==> src/rtl/alu_operand_stage_if.sv <==
`default_nettype none
// ============================================================================
// Module      : alu_operand_stage_if
// Description : Bundle of decode, EX handshake and forwarding-source signals
//               for the ID->EX operand stage. The master side is
//               decode/EX/forwarding. The slave side is the operand stage.
// Revision    : 1.0 - initial release
// ============================================================================
interface alu_operand_stage_if #(
    parameter int XLEN  = 32,
    parameter int RA_W  = 5,
    parameter int SEL_W = 4
);
    // Decode side
    logic             flush;
    logic             dec_valid;
    logic             dec_ready;
    logic [RA_W-1:0]  dec_rs1;
    logic [RA_W-1:0]  dec_rs2;
    logic [XLEN-1:0]  dec_rs1_d;
    logic [XLEN-1:0]  dec_rs2_d;
    logic [XLEN-1:0]  dec_imm;
    logic [XLEN-1:0]  dec_pc;
    logic             dec_use_pc;
    logic             dec_use_imm;
    logic [SEL_W-1:0] dec_sel;
    logic [RA_W-1:0]  dec_rd;
    logic             dec_we;
    // Forwarding sources
    logic             exm_we;
    logic [RA_W-1:0]  exm_rd;
    logic [XLEN-1:0]  exm_d;
    logic             wb_we;
    logic [RA_W-1:0]  wb_rd;
    logic [XLEN-1:0]  wb_d;
    // EX side
    logic             ex_valid;
    logic             ex_ready;
    logic [XLEN-1:0]  alu_a;
    logic [XLEN-1:0]  alu_b;
    logic [SEL_W-1:0] alu_sel;
    logic [RA_W-1:0]  ex_rd;
    logic             ex_we;
    logic [XLEN-1:0]  ex_pc;

    modport master (
        output flush, dec_valid, dec_rs1, dec_rs2, dec_rs1_d, dec_rs2_d,
               dec_imm, dec_pc, dec_use_pc, dec_use_imm, dec_sel, dec_rd,
               dec_we, exm_we, exm_rd, exm_d, wb_we, wb_rd, wb_d, ex_ready,
        input  dec_ready, ex_valid, alu_a, alu_b, alu_sel, ex_rd, ex_we, ex_pc
    );

    modport slave (
        input  flush, dec_valid, dec_rs1, dec_rs2, dec_rs1_d, dec_rs2_d,
               dec_imm, dec_pc, dec_use_pc, dec_use_imm, dec_sel, dec_rd,
               dec_we, exm_we, exm_rd, exm_d, wb_we, wb_rd, wb_d, ex_ready,
        output dec_ready, ex_valid, alu_a, alu_b, alu_sel, ex_rd, ex_we, ex_pc
    );
endinterface
`default_nettype wire

==> src/rtl/alu_operand_stage.sv <==
`default_nettype none
// ============================================================================
// Module      : alu_operand_stage
// Description : ID->EX pipeline register feeding the ALU. It holds the
//               operands, immediate, PC and ALU select. It picks rs1/PC for a
//               and rs2/imm for b. It uses a valid/ready handshake and can be
//               flushed. Define OPERAND_FWD_EN to add EX/MEM and MEM/WB
//               forwarding, and to refresh held operands while stalled.
// Revision    : 1.0 - initial release
// ============================================================================
module alu_operand_stage #(
    parameter int XLEN  = 32,
    parameter int RA_W  = 5,
    parameter int SEL_W = 4
) (
    input  wire logic           clk,
    input  wire logic           rst_n,
    alu_operand_stage_if.slave  bus
);

    logic             valid_q,      valid_d;
    logic [RA_W-1:0]  rs1_q,        rs1_d;
    logic [RA_W-1:0]  rs2_q,        rs2_d;
    logic [XLEN-1:0]  rs1_data_q,   rs1_data_d;
    logic [XLEN-1:0]  rs2_data_q,   rs2_data_d;
    logic [XLEN-1:0]  imm_q,        imm_d;
    logic [XLEN-1:0]  pc_q,         pc_d;
    logic             use_pc_q,     use_pc_d;
    logic             use_imm_q,    use_imm_d;
    logic [SEL_W-1:0] sel_q,        sel_d;
    logic [RA_W-1:0]  rd_q,         rd_d;
    logic             we_q,         we_d;

    logic             w_dec_ready;
    logic             w_accept;
    logic             w_stall;
    logic [XLEN-1:0]  w_rs1_val;
    logic [XLEN-1:0]  w_rs2_val;

    // Single-entry register: a slot is free when empty or being drained.
    assign w_dec_ready = !valid_q || bus.ex_ready;
    assign w_accept    = bus.dec_valid && w_dec_ready;
    assign w_stall     = valid_q && !bus.ex_ready;

`ifdef OPERAND_FWD_EN
    // Forwarding: EX/MEM has priority over MEM/WB, and x0 is never matched.
    always_comb begin
        w_rs1_val = rs1_data_q;
        w_rs2_val = rs2_data_q;
        if (bus.exm_we && (bus.exm_rd == rs1_q) && (rs1_q != '0))
            w_rs1_val = bus.exm_d;
        else if (bus.wb_we && (bus.wb_rd == rs1_q) && (rs1_q != '0))
            w_rs1_val = bus.wb_d;
        if (bus.exm_we && (bus.exm_rd == rs2_q) && (rs2_q != '0))
            w_rs2_val = bus.exm_d;
        else if (bus.wb_we && (bus.wb_rd == rs2_q) && (rs2_q != '0))
            w_rs2_val = bus.wb_d;
    end
`else
    // Hazards are resolved upstream, so the held data goes out unchanged.
    logic w_unused_fwd;
    assign w_rs1_val    = rs1_data_q;
    assign w_rs2_val    = rs2_data_q;
    assign w_unused_fwd = ^{bus.exm_we, bus.exm_rd, bus.exm_d,
                            bus.wb_we, bus.wb_rd, bus.wb_d};
`endif

    // Next state: flush beats accept, accept beats hold/drain.
    always_comb begin
        valid_d    = valid_q;
        rs1_d      = rs1_q;
        rs2_d      = rs2_q;
        rs1_data_d = rs1_data_q;
        rs2_data_d = rs2_data_q;
        imm_d      = imm_q;
        pc_d       = pc_q;
        use_pc_d   = use_pc_q;
        use_imm_d  = use_imm_q;
        sel_d      = sel_q;
        rd_d       = rd_q;
        we_d       = we_q;
        if (bus.flush) begin
            valid_d = 1'b0;
        end else if (w_accept) begin
            valid_d    = 1'b1;
            rs1_d      = bus.dec_rs1;
            rs2_d      = bus.dec_rs2;
            rs1_data_d = bus.dec_rs1_d;
            rs2_data_d = bus.dec_rs2_d;
            imm_d      = bus.dec_imm;
            pc_d       = bus.dec_pc;
            use_pc_d   = bus.dec_use_pc;
            use_imm_d  = bus.dec_use_imm;
            sel_d      = bus.dec_sel;
            rd_d       = bus.dec_rd;
            we_d       = bus.dec_we;
        end else if (bus.ex_ready) begin
            valid_d = 1'b0;
        end else if (w_stall) begin
`ifdef OPERAND_FWD_EN
            // A value retiring from WB while stalled would otherwise be lost.
            if (bus.wb_we && (bus.wb_rd == rs1_q) && (rs1_q != '0))
                rs1_data_d = bus.wb_d;
            if (bus.wb_we && (bus.wb_rd == rs2_q) && (rs2_q != '0))
                rs2_data_d = bus.wb_d;
`endif
        end
    end

    // State register with asynchronous clear.
    always_ff @(posedge clk or negedge rst_n) begin
        if (!rst_n) begin
            valid_q    <= 1'b0;
            rs1_q      <= '0;
            rs2_q      <= '0;
            rs1_data_q <= '0;
            rs2_data_q <= '0;
            imm_q      <= '0;
            pc_q       <= '0;
            use_pc_q   <= 1'b0;
            use_imm_q  <= 1'b0;
            sel_q      <= '0;
            rd_q       <= '0;
            we_q       <= 1'b0;
        end else begin
            valid_q    <= valid_d;
            rs1_q      <= rs1_d;
            rs2_q      <= rs2_d;
            rs1_data_q <= rs1_data_d;
            rs2_data_q <= rs2_data_d;
            imm_q      <= imm_d;
            pc_q       <= pc_d;
            use_pc_q   <= use_pc_d;
            use_imm_q  <= use_imm_d;
            sel_q      <= sel_d;
            rd_q       <= rd_d;
            we_q       <= we_d;
        end
    end

    assign bus.dec_ready = w_dec_ready;
    assign bus.ex_valid  = valid_q;
    assign bus.alu_a     = valid_q ? (use_pc_q  ? pc_q  : w_rs1_val) : '0;
    assign bus.alu_b     = valid_q ? (use_imm_q ? imm_q : w_rs2_val) : '0;
    assign bus.alu_sel   = sel_q;
    assign bus.ex_rd     = rd_q;
    assign bus.ex_we     = we_q;
    assign bus.ex_pc     = pc_q;

endmodule
`default_nettype wire

==> src/flat_wrapper.sv <==
// flat-port wrapper written by rule: the top's interface ports become plain ports
module alu_operand_stage_flat 
#(
    parameter int XLEN  = 32,
    parameter int RA_W  = 5,
    parameter int SEL_W = 4
)
  (clk, rst_n, bus_flush, bus_dec_valid, bus_dec_rs1, bus_dec_rs2, bus_dec_rs1_d, bus_dec_rs2_d, bus_dec_imm, bus_dec_pc, bus_dec_use_pc, bus_dec_use_imm, bus_dec_sel, bus_dec_rd, bus_dec_we, bus_exm_we, bus_exm_rd, bus_exm_d, bus_wb_we, bus_wb_rd, bus_wb_d, bus_ex_ready, bus_dec_ready, bus_ex_valid, bus_alu_a, bus_alu_b, bus_alu_sel, bus_ex_rd, bus_ex_we, bus_ex_pc);
  alu_operand_stage_if #(.XLEN(XLEN), .RA_W(RA_W), .SEL_W(SEL_W)) bus_i ();
  input  wire logic clk;
  input  wire logic rst_n;
  input wire logic [$bits(bus_i.flush)-1:0] bus_flush;
  input wire logic [$bits(bus_i.dec_valid)-1:0] bus_dec_valid;
  input wire logic [$bits(bus_i.dec_rs1)-1:0] bus_dec_rs1;
  input wire logic [$bits(bus_i.dec_rs2)-1:0] bus_dec_rs2;
  input wire logic [$bits(bus_i.dec_rs1_d)-1:0] bus_dec_rs1_d;
  input wire logic [$bits(bus_i.dec_rs2_d)-1:0] bus_dec_rs2_d;
  input wire logic [$bits(bus_i.dec_imm)-1:0] bus_dec_imm;
  input wire logic [$bits(bus_i.dec_pc)-1:0] bus_dec_pc;
  input wire logic [$bits(bus_i.dec_use_pc)-1:0] bus_dec_use_pc;
  input wire logic [$bits(bus_i.dec_use_imm)-1:0] bus_dec_use_imm;
  input wire logic [$bits(bus_i.dec_sel)-1:0] bus_dec_sel;
  input wire logic [$bits(bus_i.dec_rd)-1:0] bus_dec_rd;
  input wire logic [$bits(bus_i.dec_we)-1:0] bus_dec_we;
  input wire logic [$bits(bus_i.exm_we)-1:0] bus_exm_we;
  input wire logic [$bits(bus_i.exm_rd)-1:0] bus_exm_rd;
  input wire logic [$bits(bus_i.exm_d)-1:0] bus_exm_d;
  input wire logic [$bits(bus_i.wb_we)-1:0] bus_wb_we;
  input wire logic [$bits(bus_i.wb_rd)-1:0] bus_wb_rd;
  input wire logic [$bits(bus_i.wb_d)-1:0] bus_wb_d;
  input wire logic [$bits(bus_i.ex_ready)-1:0] bus_ex_ready;
  output wire logic [$bits(bus_i.dec_ready)-1:0] bus_dec_ready;
  output wire logic [$bits(bus_i.ex_valid)-1:0] bus_ex_valid;
  output wire logic [$bits(bus_i.alu_a)-1:0] bus_alu_a;
  output wire logic [$bits(bus_i.alu_b)-1:0] bus_alu_b;
  output wire logic [$bits(bus_i.alu_sel)-1:0] bus_alu_sel;
  output wire logic [$bits(bus_i.ex_rd)-1:0] bus_ex_rd;
  output wire logic [$bits(bus_i.ex_we)-1:0] bus_ex_we;
  output wire logic [$bits(bus_i.ex_pc)-1:0] bus_ex_pc;
  assign bus_i.flush = bus_flush;
  assign bus_i.dec_valid = bus_dec_valid;
  assign bus_i.dec_rs1 = bus_dec_rs1;
  assign bus_i.dec_rs2 = bus_dec_rs2;
  assign bus_i.dec_rs1_d = bus_dec_rs1_d;
  assign bus_i.dec_rs2_d = bus_dec_rs2_d;
  assign bus_i.dec_imm = bus_dec_imm;
  assign bus_i.dec_pc = bus_dec_pc;
  assign bus_i.dec_use_pc = bus_dec_use_pc;
  assign bus_i.dec_use_imm = bus_dec_use_imm;
  assign bus_i.dec_sel = bus_dec_sel;
  assign bus_i.dec_rd = bus_dec_rd;
  assign bus_i.dec_we = bus_dec_we;
  assign bus_i.exm_we = bus_exm_we;
  assign bus_i.exm_rd = bus_exm_rd;
  assign bus_i.exm_d = bus_exm_d;
  assign bus_i.wb_we = bus_wb_we;
  assign bus_i.wb_rd = bus_wb_rd;
  assign bus_i.wb_d = bus_wb_d;
  assign bus_i.ex_ready = bus_ex_ready;
  assign bus_dec_ready = bus_i.dec_ready;
  assign bus_ex_valid = bus_i.ex_valid;
  assign bus_alu_a = bus_i.alu_a;
  assign bus_alu_b = bus_i.alu_b;
  assign bus_alu_sel = bus_i.alu_sel;
  assign bus_ex_rd = bus_i.ex_rd;
  assign bus_ex_we = bus_i.ex_we;
  assign bus_ex_pc = bus_i.ex_pc;
  alu_operand_stage #(.XLEN(XLEN), .RA_W(RA_W), .SEL_W(SEL_W)) u_core (.clk(clk), .rst_n(rst_n), .bus(bus_i));
endmodule
==> config.mk <==
export PLATFORM = sky130hd
export DESIGN_NAME = alu_operand_stage_flat
export DESIGN_NICKNAME = d
export VERILOG_FILES = /design/src/rtl/alu_operand_stage_if.sv /design/src/rtl/alu_operand_stage.sv /design/src/flat_wrapper.sv
export SDC_FILE = /design/constraint.sdc
export NUM_CORES = 1
export LEC_CHECK = 0
export CORE_ASPECT_RATIO = 0.8
export CORE_UTILIZATION = 40
export DETAILED_ROUTE_END_ITERATION = 8
export PLACE_DENSITY_LB_ADDON = 0.3
export SYNTH_ARGS = -nofsm -noshare
export SYNTH_HDL_FRONTEND = slang
export SYNTH_SLANG_ARGS = --single-unit
==> constraint.sdc <==
create_clock -name clk -period 1.8 [get_ports clk]
set_input_delay 0.18 -clock clk [delete_from_list [all_inputs] [get_ports clk]]
set_output_delay 0.18 -clock clk [all_outputs]
set_load 0.03 [all_outputs]
# Yosys cells after proc, flatten, opt, wreduce, memory -nomap -nowiden
# Index checks and enable logic that the tools add are counted.
# W data, S select, Z words.
# word_totals
regBits,141
word_cells,23
inputBits,231
# op_classes
muxes,7
bitwise_logic,1
reduce_logical,5
# ops
operator,n
$mux W32,4
$mux W1,3
$reduce_bool A3 Y1,1
$reduce_and A2 Y1,1
$logic_and A1 B1 Y1,1
$logic_not A1 Y1,1
$logic_or A1 B1 Y1,1
$not A1 Y1,1

# Longest topological paths before layout
# depth
depth_word,5
depth_mapped,5
mapped_depth_nobuf,3

# Least setup slack after synthesis
# OpenSTA, ideal clock, no wires.
# synth_path
path_kind,reg-to-reg
from,"reg u_core.valid_q, in the netlist u_core.bus.ex_valid"
to,"reg u_core.sel_q[0], in the netlist u_core.bus.alu_sel[0]"
stages_incl_launch_ff,6
path_buffers,2
slack_ns,0.090
arrival_time_ns,1.583
cell_sequence,dfrtp_1 -> nor2b_1 -> nor3b_2 -> buf_6 -> buf_6 -> mux2_1
# synth_between
elab_chain_cells,4
# synth_rtl
element,line_no,source
"start, declared",alu_operand_stage.sv:21,"logic valid_q, valid_d;"
"start signal, assigned",alu_operand_stage.sv:126,valid_q <= valid_d;
$logic_not A1 Y1,alu_operand_stage.sv:41,assign w_dec_ready = !valid_q || bus.ex_ready;
$logic_or A1 B1 Y1,alu_operand_stage.sv:41,
$logic_and A1 B1 Y1,alu_operand_stage.sv:42,assign w_accept = bus.dec_valid && w_dec_ready;
$reduce_and A2 Y1 (no line),n/a,
"end signal, assigned",alu_operand_stage.sv:135,sel_q <= sel_d;
"end, declared",alu_operand_stage.sv:30,"logic [SEL_W-1:0] sel_q, sel_d;"
# No other way between the ends.
# A chain may end at the register's enable or synchronous reset.

# Worst setup path in the final report
# layout_path
from,"reg u_core.valid_q, in the netlist u_core.bus.ex_valid"
to,"reg u_core.pc_q[12], in the netlist u_core.bus.ex_pc[12]"
# layout_between
elab_chain_cells,4
# layout_rtl
element,line_no,source
$logic_not A1 Y1,alu_operand_stage.sv:41,
$logic_or A1 B1 Y1,alu_operand_stage.sv:41,
$logic_and A1 B1 Y1,alu_operand_stage.sv:42,
$reduce_and A2 Y1 (no line),n/a,
"end signal, assigned",alu_operand_stage.sv:132,pc_q <= pc_d;
"end, declared",alu_operand_stage.sv:27,"logic [XLEN-1:0] pc_q, pc_d;"
# No other way between the ends.

==> results.sh <==
export IMPL_track_usage_pct=19.81
export IMPL_yosys_warnings=0
export IMPL_worstSkewPairLatency_ns=0.41
export IMPL_vias=4435
export IMPL_worstMarginPinSlew_ns=0.4041
export IMPL_io_buffer_count=252
export IMPL_clock_sinks=141
export IMPL_mostFrequentLayoutCells="clkdlybuf4s50_1 (185), dfrtp_1 (138), mux2_1 (100), buf_4 (81), nor2b_1 (65)"
export IMPL_finClkSkew_ns=0.005218
export IMPL_crit_arrival_ns=2.00
export IMPL_start_util_pct=41.68
export IMPL_final_common_cell="clkdlybuf4s50_1"
export IMPL_p_total_mw=10.31
export IMPL_synth_largest_area_cell="dfrtp_1"
export IMPL_h_tree_depth=4
export IMPL_rsz0062_at_grt="false"
export IMPL_clk_path_buf_depth=2
export IMPL_place_gp_congestion=0.7661
export IMPL_synthCells=444
export IMPL_p_leak_nw=4.265
export IMPL_routed_wl_um=15830
export IMPL_synthDistinctLibCells=11
export IMPL_ys_seq_elements=141
export IMPL_cp_end_kind="flip-flop"
export IMPL_dieWidth_um=143.2
export IMPL_fp_row_count=40
export IMPL_hold_slack_ns=0.2473
export IMPL_fin_nets=944
export IMPL_powerDensity_nw_per_um2=1060
export IMPL_die_area_sq_um=16470
export IMPL_status="completed"
export IMPL_slew_headroom_pct=73.06
export IMPL_grt_max_degree=66
export IMPL_drc=0
export IMPL_yosysSeqAreaShare_pct=55.27
export IMPL_post_route_period_util_pct=94.90
export IMPL_nFillCells=1212
export IMPL_min_period_ns=1.708
export IMPL_synth_top_area_share_pct=55.27
export IMPL_drt_vias_per_instance=4.743
export IMPL_cp_max_fo=21
export IMPL_rrSetupSlack_ns=0.09
export IMPL_grt_overflow=0
export IMPL_cap_violations=0
export IMPL_die_y_um=115.0
export IMPL_setup_viol=0
export IMPL_antenna_found_initial=0
export IMPL_layout_drive_gt1_share_pct=23.03
export IMPL_ios=339
export IMPL_cts_root_buf="clkbuf_16"
export IMPL_max_freq_mhz=585.4
export IMPL_synth_avg_cell_area_sq_um=14.38
export IMPL_syn_num_nets=675
export IMPL_crit_required_ns=2.09
export IMPL_hpwl_um=11490
export IMPL_path_class="flip-flop to flip-flop"
export IMPL_drt_iter0_drc=96
export IMPL_fin_util_pct=63.52
export IMPL_grt_pass1_wl_um=24910
export IMPL_first_global_vias=4949
export IMPL_finalHoldViolCount=0
export IMPL_drt_first_pass_iters=4
export IMPL_hold_path_class="input port to async pin"
export IMPL_cts_clk_slew_worst_paths_ns=0.06
export IMPL_coreArea_sq_um=15310
export IMPL_vdd_drop_max_mv=0.6126
export IMPL_yosys_top_cells_area="dfrtp_1 (55%), mux2_1 (18%), mux2i_1 (10%)"
export IMPL_syn_to_final_growth_pct=52.39
export IMPL_cts_buffers=17
export IMPL_n_antenna_cell=0
export IMPL_drtAntennaViolNets=0
export IMPL_syn_cell_area_sq_um=6384
export IMPL_wire_per_inst_um=16.93
export IMPL_crit_path_start_kind="flip-flop"
export IMPL_slew_violations=0
export IMPL_cts_tree="built"
-- cell usage after synthesis (all sizes together) --
master  number
dfrtp      141
mux2       140
nor2b       65
mux2i       64
buf         21
clkbuf       9
nor2         2
inv          1
nor3b        1
-- cells by family after synthesis --
logic type	synth area share, %
muxes	34.73
buffers and inverters	3.312
and+or+nand+nor	6.684
DFF	55.27
-- layer usage --
metal,vias up,part of all wire [%],GRT usage (%),wire (um)
met5,-,0,0,0
met4,0,1.9,7.730,300
met3,22,5.9,5.498,927
met2,136,52,35.02,8161
met1,2201,41,22.90,6438
li1,2076,-,-,-
-- critical path, cell delays in order (launching register included) --
cell	delay, ns
dfrtp_2	0.42
nor2b_1	0.18
nor3b_4	0.24
buf_4	0.22
buf_12	0.18
mux2_1	0.34
-- report_power, final --
group	internal (mW)	total [mW]	switching, mW
logic	1.46	2.87	1.42
registers	3.71	4.02	0.308
clock network	2.10	3.41	1.31
-- layout make-up --
| class | count | area (sq um) | area share, % |
|---|---|---|---|
| clock inverters | 11 | 117.6 | 1.209 |
| flip-flops and latches | 141 | 3532 | 36.31 |
| multi-input cells | 272 | 2650 | 27.24 |
| repair buffers | 280 | 2705 | 27.81 |
| inverters | 1 | 3.754 | 0.03859 |
| well taps | 210 | 262.8 | 2.701 |
| clock buffers | 20 | 456.7 | 4.695 |
-- sequential cells by signal, indices dropped and copies added (netlist names) --
signal               cells
u_core.rs1_data_q       32
u_core.use_pc_q          1
u_core.bus.ex_pc        32
u_core.imm_q            32
u_core.bus.ex_we         1
u_core.bus.ex_valid      1
u_core.rs2_data_q       32
u_core.bus.ex_rd         5
u_core.bus.alu_sel       4
u_core.use_imm_q         1
-- repair_timing --
| item | in CTS | in global routing |
|---|---|---|
| hold buffers | 1 | 0 |
| gates resized for setup | 4 | 2 |
| setup endpoints to repair | 65 | 4 |
| hold endpoints to repair | 40 | 0 |
| buffers inserted | 2 | 0 |
-- per-stage QoR --
step | worst slack, ns | TNS, ns | instances | instance area [sq um]
finish | 0.09179 | 0 | 935 | 9728
global route | 0.01040 | 0 | 935 | 9728
CTS | 0.01807 | 0 | 935 | 9719
detailed placement | -0.05357 | -2.269 | 901 | 9110
global placement | -0.02610 | -0.8610 | 901 | 9110
floorplan | 0.08976 | 0 | 444 | 6384
-- final timing paths --
path | from | to | cells past startpoint
max in group asynchronous | rst_n | u_core.bus.ex_valid$_DFFE_PN0P_ | 3
max reg2reg | u_core.bus.ex_valid$_DFFE_PN0P_ | u_core.bus.ex_pc[12]$_DFFE_PN0P_ | 5
min | rst_n | u_core.imm_q[3]$_DFFE_PN0P_ | 2
max | u_core.bus.ex_valid$_DFFE_PN0P_ | u_core.bus.ex_pc[12]$_DFFE_PN0P_ | 5
min in group clk | bus_dec_rs1_d[25] | u_core.rs1_data_q[25]$_DFFE_PN0P_ | 2
min reg2reg | u_core.rs1_data_q[22]$_DFFE_PN0P_ | u_core.rs1_data_q[22]$_DFFE_PN0P_ | 1
Note: power is estimated with default switching activity, not from simulation.
